==> src/rtl/imem_loader_pkg.sv <==
// Shared types and constants for the UART-driven instruction memory loader.
package imem_loader_pkg;

  typedef enum logic [2:0] {
    ST_IDLE  = 3'd0,
    ST_LEN   = 3'd1,
    ST_LO    = 3'd2,
    ST_HI    = 3'd3,
    ST_WRITE = 3'd4,
    ST_CSUM  = 3'd5,
    ST_DONE  = 3'd6,
    ST_ERR   = 3'd7
  } state_t;

  localparam logic [7:0] SYNC_BYTE  = 8'hA5;
  localparam int         DEF_ADDR_W = 11;
  localparam int         DEF_DATA_W = 16;

endpackage

==> src/rtl/imem_loader.sv <==
// Receives a framed program image over UART bytes, writes it into BSRAM and
// holds the CPU until a frame with a good checksum has been loaded.
module imem_loader
  import imem_loader_pkg::*;
#(
  parameter int ADDR_W      = DEF_ADDR_W,
  parameter int DATA_W      = DEF_DATA_W,
  parameter int TIMEOUT_CYC = 2_700_000
) (
  input  logic              clk,
  input  logic              rst_n,
  input  logic              rx_valid,
  input  logic [7:0]        rx_data,
  input  logic [ADDR_W-1:0] cpu_addr,
  output logic              mem_ce,
  output logic              mem_wre,
  output logic [ADDR_W-1:0] mem_ad,
  output logic [DATA_W-1:0] mem_din,
  output logic              cpu_hold,
  output logic              load_done,
  output logic              load_err
);

  localparam int               TMO_W    = $clog2(TIMEOUT_CYC + 1);
  localparam logic [TMO_W-1:0] TMO_LAST = TMO_W'(TIMEOUT_CYC - 1);

  state_t              r_state;
  logic [7:0]          r_rem;
  logic [7:0]          r_sum;
  logic [ADDR_W-1:0]   r_idx;
  logic [TMO_W-1:0]    r_tmo;
  logic [DATA_W-1:0]   r_din;
  logic                r_hold;
  logic                r_done;
  logic                r_err;

  logic [7:0]          w_sumNext;
  logic                w_tmoHit;
  logic                w_csumOk;
  logic                w_counting;

  assign w_sumNext  = r_sum + rx_data;
  assign w_tmoHit   = (r_tmo == TMO_LAST);
  assign w_csumOk   = (rx_data == r_sum);
  assign w_counting = (r_state == ST_LEN) || (r_state == ST_LO) || (r_state == ST_HI) ||
                      (r_state == ST_WRITE) || (r_state == ST_CSUM);

  always_ff @(posedge clk) begin
    if (!rst_n) begin
      r_state <= ST_IDLE;
      r_rem   <= '0;
      r_sum   <= '0;
      r_idx   <= '0;
      r_tmo   <= '0;
      r_din   <= '0;
      r_hold  <= 1'b0;
      r_done  <= 1'b0;
      r_err   <= 1'b0;
    end else begin
      if (rx_valid) begin
        r_tmo <= '0;
      end else if (w_counting) begin
        r_tmo <= r_tmo + 1'b1;
      end

      case (r_state)
        ST_IDLE, ST_DONE, ST_ERR: begin
          if (rx_valid && rx_data == SYNC_BYTE) begin
            r_state <= ST_LEN;
            r_hold  <= 1'b1;
            r_done  <= 1'b0;
            r_err   <= 1'b0;
          end
        end
        ST_LEN: begin
          if (rx_valid) begin
            if (rx_data == 8'd0) begin
              r_state <= ST_ERR;
              r_err   <= 1'b1;
            end else begin
              r_rem   <= rx_data;
              r_idx   <= '0;
              r_sum   <= '0;
              r_state <= ST_LO;
            end
          end else if (w_tmoHit) begin
            r_state <= ST_ERR;
            r_err   <= 1'b1;
          end
        end
        ST_LO: begin
          if (rx_valid) begin
            r_din[7:0] <= rx_data;
            r_sum      <= w_sumNext;
            r_state    <= ST_HI;
          end else if (w_tmoHit) begin
            r_state <= ST_ERR;
            r_err   <= 1'b1;
          end
        end
        ST_HI: begin
          if (rx_valid) begin
            r_din[15:8] <= rx_data;
            r_sum       <= w_sumNext;
            r_state     <= ST_WRITE;
          end else if (w_tmoHit) begin
            r_state <= ST_ERR;
            r_err   <= 1'b1;
          end
        end
        // A byte arriving in the write cycle is consumed immediately so back-to-back strobes lose nothing.
        ST_WRITE: begin
          r_idx <= r_idx + 1'b1;
          r_rem <= r_rem - 8'd1;
          if (r_rem == 8'd1) begin
            if (!rx_valid) begin
              r_state <= ST_CSUM;
            end else if (w_csumOk) begin
              r_state <= ST_DONE;
              r_done  <= 1'b1;
              r_hold  <= 1'b0;
            end else begin
              r_state <= ST_ERR;
              r_err   <= 1'b1;
            end
          end else if (rx_valid) begin
            r_din[7:0] <= rx_data;
            r_sum      <= w_sumNext;
            r_state    <= ST_HI;
          end else begin
            r_state <= ST_LO;
          end
        end
        ST_CSUM: begin
          if (rx_valid) begin
            if (w_csumOk) begin
              r_state <= ST_DONE;
              r_done  <= 1'b1;
              r_hold  <= 1'b0;
            end else begin
              r_state <= ST_ERR;
              r_err   <= 1'b1;
            end
          end else if (w_tmoHit) begin
            r_state <= ST_ERR;
            r_err   <= 1'b1;
          end
        end
        default: r_state <= ST_IDLE;
      endcase
    end
  end

  // The CPU owns the memory port only while it is released.
  assign mem_ce    = 1'b1;
  assign mem_wre   = (r_state == ST_WRITE);
  assign mem_ad    = r_hold ? r_idx : cpu_addr;
  assign mem_din   = r_din;
  assign cpu_hold  = r_hold;
  assign load_done = r_done;
  assign load_err  = r_err;

endmodule
==> config.mk <==
export PLATFORM = sky130hd
export DESIGN_NAME = imem_loader
export DESIGN_NICKNAME = d
export VERILOG_FILES = /design/src/rtl/imem_loader_pkg.sv /design/src/rtl/imem_loader.sv
export SDC_FILE = /design/constraint.sdc
export NUM_CORES = 1
export LEC_CHECK = 0
export BUFFER_PORTS_ARGS = -buffer_cell sky130_fd_sc_hd__buf_2
export CAP_MARGIN = 20
export CORE_MARGIN = 2
export CORE_UTILIZATION = 30
export CTS_CLUSTER_SIZE = 40
export DETAILED_ROUTE_END_ITERATION = 16
export GPL_TIMING_DRIVEN = 0
export PLACE_DENSITY = 0.44
export SETUP_SLACK_MARGIN = 0.4
export SLEW_MARGIN = 5
export SYNTH_ARGS = -nofsm -noshare
export SYNTH_HDL_FRONTEND = slang
export SYNTH_SLANG_ARGS = --single-unit
==> constraint.sdc <==
create_clock -name clk -period 2.7 [get_ports clk]
set_input_delay 0.405 -clock clk [delete_from_list [all_inputs] [get_ports clk]]
set_output_delay 0.405 -clock clk [all_outputs]
set_load 0.05 [all_outputs]
## Word level (Yosys, flattened, before mapping)

Index checks and enable logic that the tools add are counted.

- Output and inout port bits: 32
- Flip-flop bits (word level): 71
- Word-level logic and storage cells: 100

- Add/sub/neg operators: 4
- Mux-type cells: 46
- Bitwise operators: 1
- Reduce and logical (&&, ||, !) cells: 20
- Equal/unequal tests: 19

Operator list:

| operator | number |
|---|---|
| $mux W8 | 8 |
| $mux W11 | 3 |
| $pmux W8 S2 | 2 |
| $mux W3 | 8 |
| $pmux W8 S3 | 1 |
| $add A22 B1 Y22 const B | 1 |
| $eq A22 B22 Y1 const B | 1 |
| $pmux W11 S2 | 1 |
| $mux W1 | 18 |
| $pmux W3 S6 | 1 |
| $eq A3 B3 Y1 const B | 4 |
| $ne A2 B2 Y1 const B | 6 |
| $add A11 B1 Y11 const B | 1 |
| $add A8 B8 Y8 | 1 |
| $eq A8 B1 Y1 const B | 1 |
| $eq A8 B8 Y1 | 1 |
| $eq A8 B8 Y1 const B | 1 |
| $logic_not A8 Y1 | 1 |
| $sub A8 B1 Y8 const B | 1 |
| $eq A3 B2 Y1 const B | 2 |
| $pmux W1 S3 | 2 |
| $reduce_and A3 Y1 | 2 |
| $reduce_bool A3 Y1 | 2 |
| $pmux W1 S5 | 1 |
| other kinds (14) | 20 |

## Longest topological paths before layout

- Depth after elaboration: 5
- Gate-level depth with buffers: 8
- Gate-level depth less buffers: 8

## Worst setup path before layout

No wires, ideal clock.

- Path kind: reg-to-reg
- Start: register r_state[1]
- End: register r_rem[4]
- Setup time: 0.119 ns
- Slack: 0.562 ns
- Buffers on the path: 2
- Required time: 2.581 ns
- Period minus slack after synthesis: 2.138 ns
- Cell stages (with the launch flop): 7
- Arrival: 2.019 ns
- Cells stage by stage: dfxtp_1 > clkbuf_8 > or3b_1 > inv_1 > clkbuf_1 > a21oi_1 > o221a_2

- Word-level cells in the longest chain between the ends: 3
- Elaborated cells on any way between the ends: 7
- Classes of those cells: eq/ne (4); mux (1); reduce/logical (2)

RTL lines:

| item | RTL line | text |
|---|---|---|
| from (decl) | imem_loader.sv:27 | `state_t r_state;` |
| from (signal assigned) | imem_loader.sv:50 | `r_state <= ST_IDLE;` |
| from (signal assigned) | imem_loader.sv:69 | `r_state <= ST_LEN;` |
| from (signal assigned) | imem_loader.sv:78 | `r_state <= ST_ERR;` |
| $eq A3 B3 Y1 (*) | - |  |
| named net mem_wre | imem_loader.sv:16 | `output logic mem_wre,` |
| $reduce_bool A2 Y1 (no source line) | - |  |
| $reduce_and A3 Y1 (no source line) | - |  |
| to (signal assigned) | imem_loader.sv:81 | `r_rem <= rx_data;` |
| to (signal assigned) | imem_loader.sv:114 | `r_rem <= r_rem - 8'd1;` |
| to (decl) | imem_loader.sv:28 | `logic [7:0] r_rem;` |

The timed path passes the listed nets; every way through them passes the cells marked *.
A chain may end at the register's enable or synchronous reset.

## Worst setup path after layout

- Start: register r_state[2]
- End: output mem_wre

- Word-level cells in the longest chain between the ends: 1

RTL lines:

| item | RTL line | text |
|---|---|---|
| $eq A3 B3 Y1 | imem_loader.sv:156 | `assign mem_wre = (r_state == ST_WRITE);` |
| to (decl) | imem_loader.sv:16 |  |

Every way passes these cells.

==> impl_metrics.csv <==
group,metric,value,unit
floorplanning,die_x,120.2,um
power,p_sw,864.9,uW
worst_setup_path,path_cells,"buf_4, or3b_1, inv_1, buf_4, buf_4",
detailed_routing,highest_layer,"met4",
yosys,yosys_warnings,0,
detailed_routing,dr_wl_met3,520,um
floorplanning,core_area,13190,um2
worst_setup_path,rrSetupSlack,540,ps
clock_tree,clock_sinks,71,
power,power.density,588.8,nW/um2
power,power.total,2.844,mW
detailed_routing,wl_met1,4963,um
global_routing,grt_pass1_vias,3484,
place,dp.cells,698,
worst_setup_path,cpPeakStageDelay,440,ps
global_routing,grt_pass1_wl,17630,um
timing,drv_slew,0,
floorplanning,die_y,120.2,um
detailed_routing,first_pass_iters,4,
worst_setup_path,critPathLaunch,"r_state[2]$_SDFFE_PN0P_",
final_layout,final_common_cell,"dfxtp_1",
global_routing,grt_max_degree,14,
timing,min_period_over_period,83.85,%
timing,rsz0062_at_grt,"true",
clock_tree,hold_buffers,0,
floorplanning,start_util,30.71,%
final_layout,seq_area,1421,um2
timing,tightest_slew,875.4,ps
final_layout,fin_cells,714,
power,intPower,1.979,mW
power,peakVddDrop,281.4,uV
power,p_comb_share,19.6,%
global_routing,track_usage,15.57,%
final_layout,layout-drive-gt1-share,20.07,%
place,port_buffers,50,
place,gp_congestion,0.8339,
worst_setup_path,critPathMaxFanout,10,
worst_setup_path,ff2ff_path_depth,8,
final_layout,fillers,1365,
yosys,synth_cell_types,71,
global_routing,overflow,0,
detailed_routing,routedWlPerCell,14.91,um
timing,setup_tns,0,ps
worst_setup_path,critPathTopFamily,"buffers and inverters",
worst_setup_path,end_kind,"primary output",
timing,setup_ws,436.1,ps
floorplanning,fp-row-count,42,
clock_tree,cts_max_path_buffers,2,
yosys,ys_seq_area_share,35.09,%
yosys,synth_ff_type,"dfxtp_1",
final_layout,nets,569,
detailed_routing,ant_nets,0,
timing,slew_headroom,41.19,%
final_layout,fin_area,4831,um2
yosys,syn_avg_cell_area,8.581,um2
floorplanning,ios,54,
power,power.leakage,1.881,nW
timing,fin_crit,2264,ps
clock_tree,cts_buffers,9,
yosys,synth_nets,508,
place,dp_hpwl,7763,um
status,run_status,"finished clean",
detailed_routing,drtIter0Drc,194,
timing,final-setup-viol-count,0,
worst_setup_path,cp_slowest_cell,"or3b_1",
worst_setup_path,required,2300,ps
clock_tree,clk_latency,340,ps
clock_tree,clkSlewWorstSetupHoldPaths,50,ps
detailed_routing,dr_wl_met2,4979,um
place,dp_slack,205.7,ps
floorplanning,dieArea,14450,um2
power,clkPwrFrac,41.7,%
timing,finalHoldViolCount,0,
run,max-cap-violations,0,
worst_setup_path,worst_r2r_startpoint,"r_sum[0]$_SDFFE_PN0P_",
final_layout,n_antenna_cell,0,
yosys,synth_top_area_share,35.09,%
yosys,yosysTopAreaCell,"dfxtp_1",
yosys,synthArstFlopShare,0,%
final_layout,multiInputGateArea,2454,um2
clock_tree,htreeDepth,3,
yosys,ys_seq_elements,71,
worst_setup_path,r2r-end,"r_sum[6]$_SDFFE_PN0P_",
detailed_routing,route.detailed.drc,0,
detailed_routing,vias_per_cell,5.028,
final_layout,area_delta_synth_final,19.28,%
worst_setup_path,critPathKind,"reg2out",
timing,max_freq,441.7,MHz
detailed_routing,wl,10650,um
clock_tree,cts_setup_buffers,0,
worst_setup_path,path_common_cell,"buf_4",
detailed_routing,vias,3590,
min_path,min_path_type,"in2reg",
timing,skew,7.463,ps
yosys,syn_inst,472,
yosys,synthTopCellsByArea,"dfxtp_1 35%, nand2_1 4.4%, nor2_1 4.3%",
place,placed_area,4521,um2
final_layout,mostFrequentLayoutCells,"71 x dfxtp_1, 52 x buf_2, 48 x nand2_1",
worst_setup_path,start_kind,"flip-flop",
clock_tree,cts_root_buf,"clkbuf_16",
worst_setup_path,crit_cells,5,
worst_setup_path,setup.worst_path.end,"mem_wre",
worst_setup_path,critical_path_arrival,1860,ps
yosys,synth_area,4050,um2
yosys,synth_enable_flop_cells,0,
clock_tree,tritoncts,"done",
power,power_frac_seq,38.8,%
global_routing,antenna_found_initial,0,
worst_setup_path,cp_num_buf_inv,4,
power,switching_share,30.41,%
layout make-up:
class,count,share of cell area [%]
plain buffers,20,2.927
multi-input cells,369,50.79
clock buffers,9,4.662
well taps,176,4.558
inverters,12,0.9324
repair buffers,50,5.232
clock inverters,7,1.476
flip-flops and latches,71,29.42
power groups by stage:
stage / sequential (mW) / combinational (mW) / clock [mW]
6_report: 1.10 / 0.557 / 1.19
5_1_grt: 1.11 / 0.610 / 1.28
3_5_place_dp: 1.12 / 0.556 / 0
3_3_place_gp: 1.12 / 0.557 / 0
2_1_floorplan: 1.13 / 0.409 / 0
4_1_cts: 1.10 / 0.559 / 1.23
worst min-delay path, stage by stage:
cell and delay (ps):
clkbuf_8 140, nand2_1 70, o22ai_1 60
per-layer routing:
metal	GRT usage, %	vias to the layer above
met5	0	-
met4	5.588	0
met3	4.151	13
met2	25.46	80
met1	19.72	1681
li1	-	1816
state kept, by name, summed over array words and instances (netlist names):
name       flops
r_rem          8
r_idx         11
r_tmo         22
load_err       1
mem_din       16
load_done      1
r_state        3
cpu_hold       1
r_sum          8
metrics by stage:
step                      hold slack (ps)  utilization [%]
after global placement              451.8            34.27
after floorplan                     434.5                -
after CTS                           383.0            36.57
after global routing                392.5            36.62
after detailed placement            458.5            34.27
final                               394.9            36.62
synthesized netlist by cell type (all sizes together), types with 5 or more instances:
| cell | count |
|---|---|
| mux2i | 9 |
| and2 | 6 |
| xor2 | 16 |
| nand4 | 9 |
| a22oi | 8 |
| or3 | 7 |
| o21ai | 18 |
| nand2 | 48 |
| ha | 13 |
| inv | 11 |
| and3 | 7 |
| nor4 | 6 |
| o211ai | 5 |
| nor2 | 47 |
| xnor2 | 14 |
| a21boi | 13 |
| buf | 6 |
| nor3 | 8 |
| mux2 | 11 |
| clkbuf | 14 |
| dfxtp | 71 |
| nor2b | 22 |
| a21oi | 28 |
| a31oi | 6 |
| nand3 | 20 |
worst min path at each step:
stage | from | depth (start not counted) | slack (ps) | to
3_3_place_gp | r_sum[6]$_SDFFE_PN0P_ | 2 | 450 | r_sum[6]$_SDFFE_PN0P_
3_5_place_dp | mem_din[10]$_SDFFE_PN0P_ | 2 | 460 | mem_din[10]$_SDFFE_PN0P_
5_1_grt | rx_data[5] | 3 | 390 | mem_din[13]$_SDFFE_PN0P_
6_report | rst_n | 3 | 390 | load_err$_SDFFE_PN0P_
2_1_floorplan | r_sum[6]$_SDFFE_PN0P_ | 2 | 430 | r_sum[6]$_SDFFE_PN0P_
4_1_cts | rst_n | 3 | 380 | load_err$_SDFFE_PN0P_
kinds of logic (layout without fill, tap and decap cells):
group,after synthesis,count (layout),synth area share [%]
other,1,1,0.09259
XOR/XNOR,30,30,6.487
buffers and inverters,32,98,4.479
AND/OR/NAND/NOR,198,198,26.07
multiplexers,20,20,5.283
AO/OA/AOI/OAI,106,106,17.98
flip-flops,71,71,35.09
adder cells (fa/ha/maj),14,14,4.510
timing repair:
action / CTS / global route
setup endpoints to repair: 1 / 13
pin swaps: 0 / 0
gates resized for setup: 3 / 4
No activity file was read; power rests on OpenSTA's default activity.
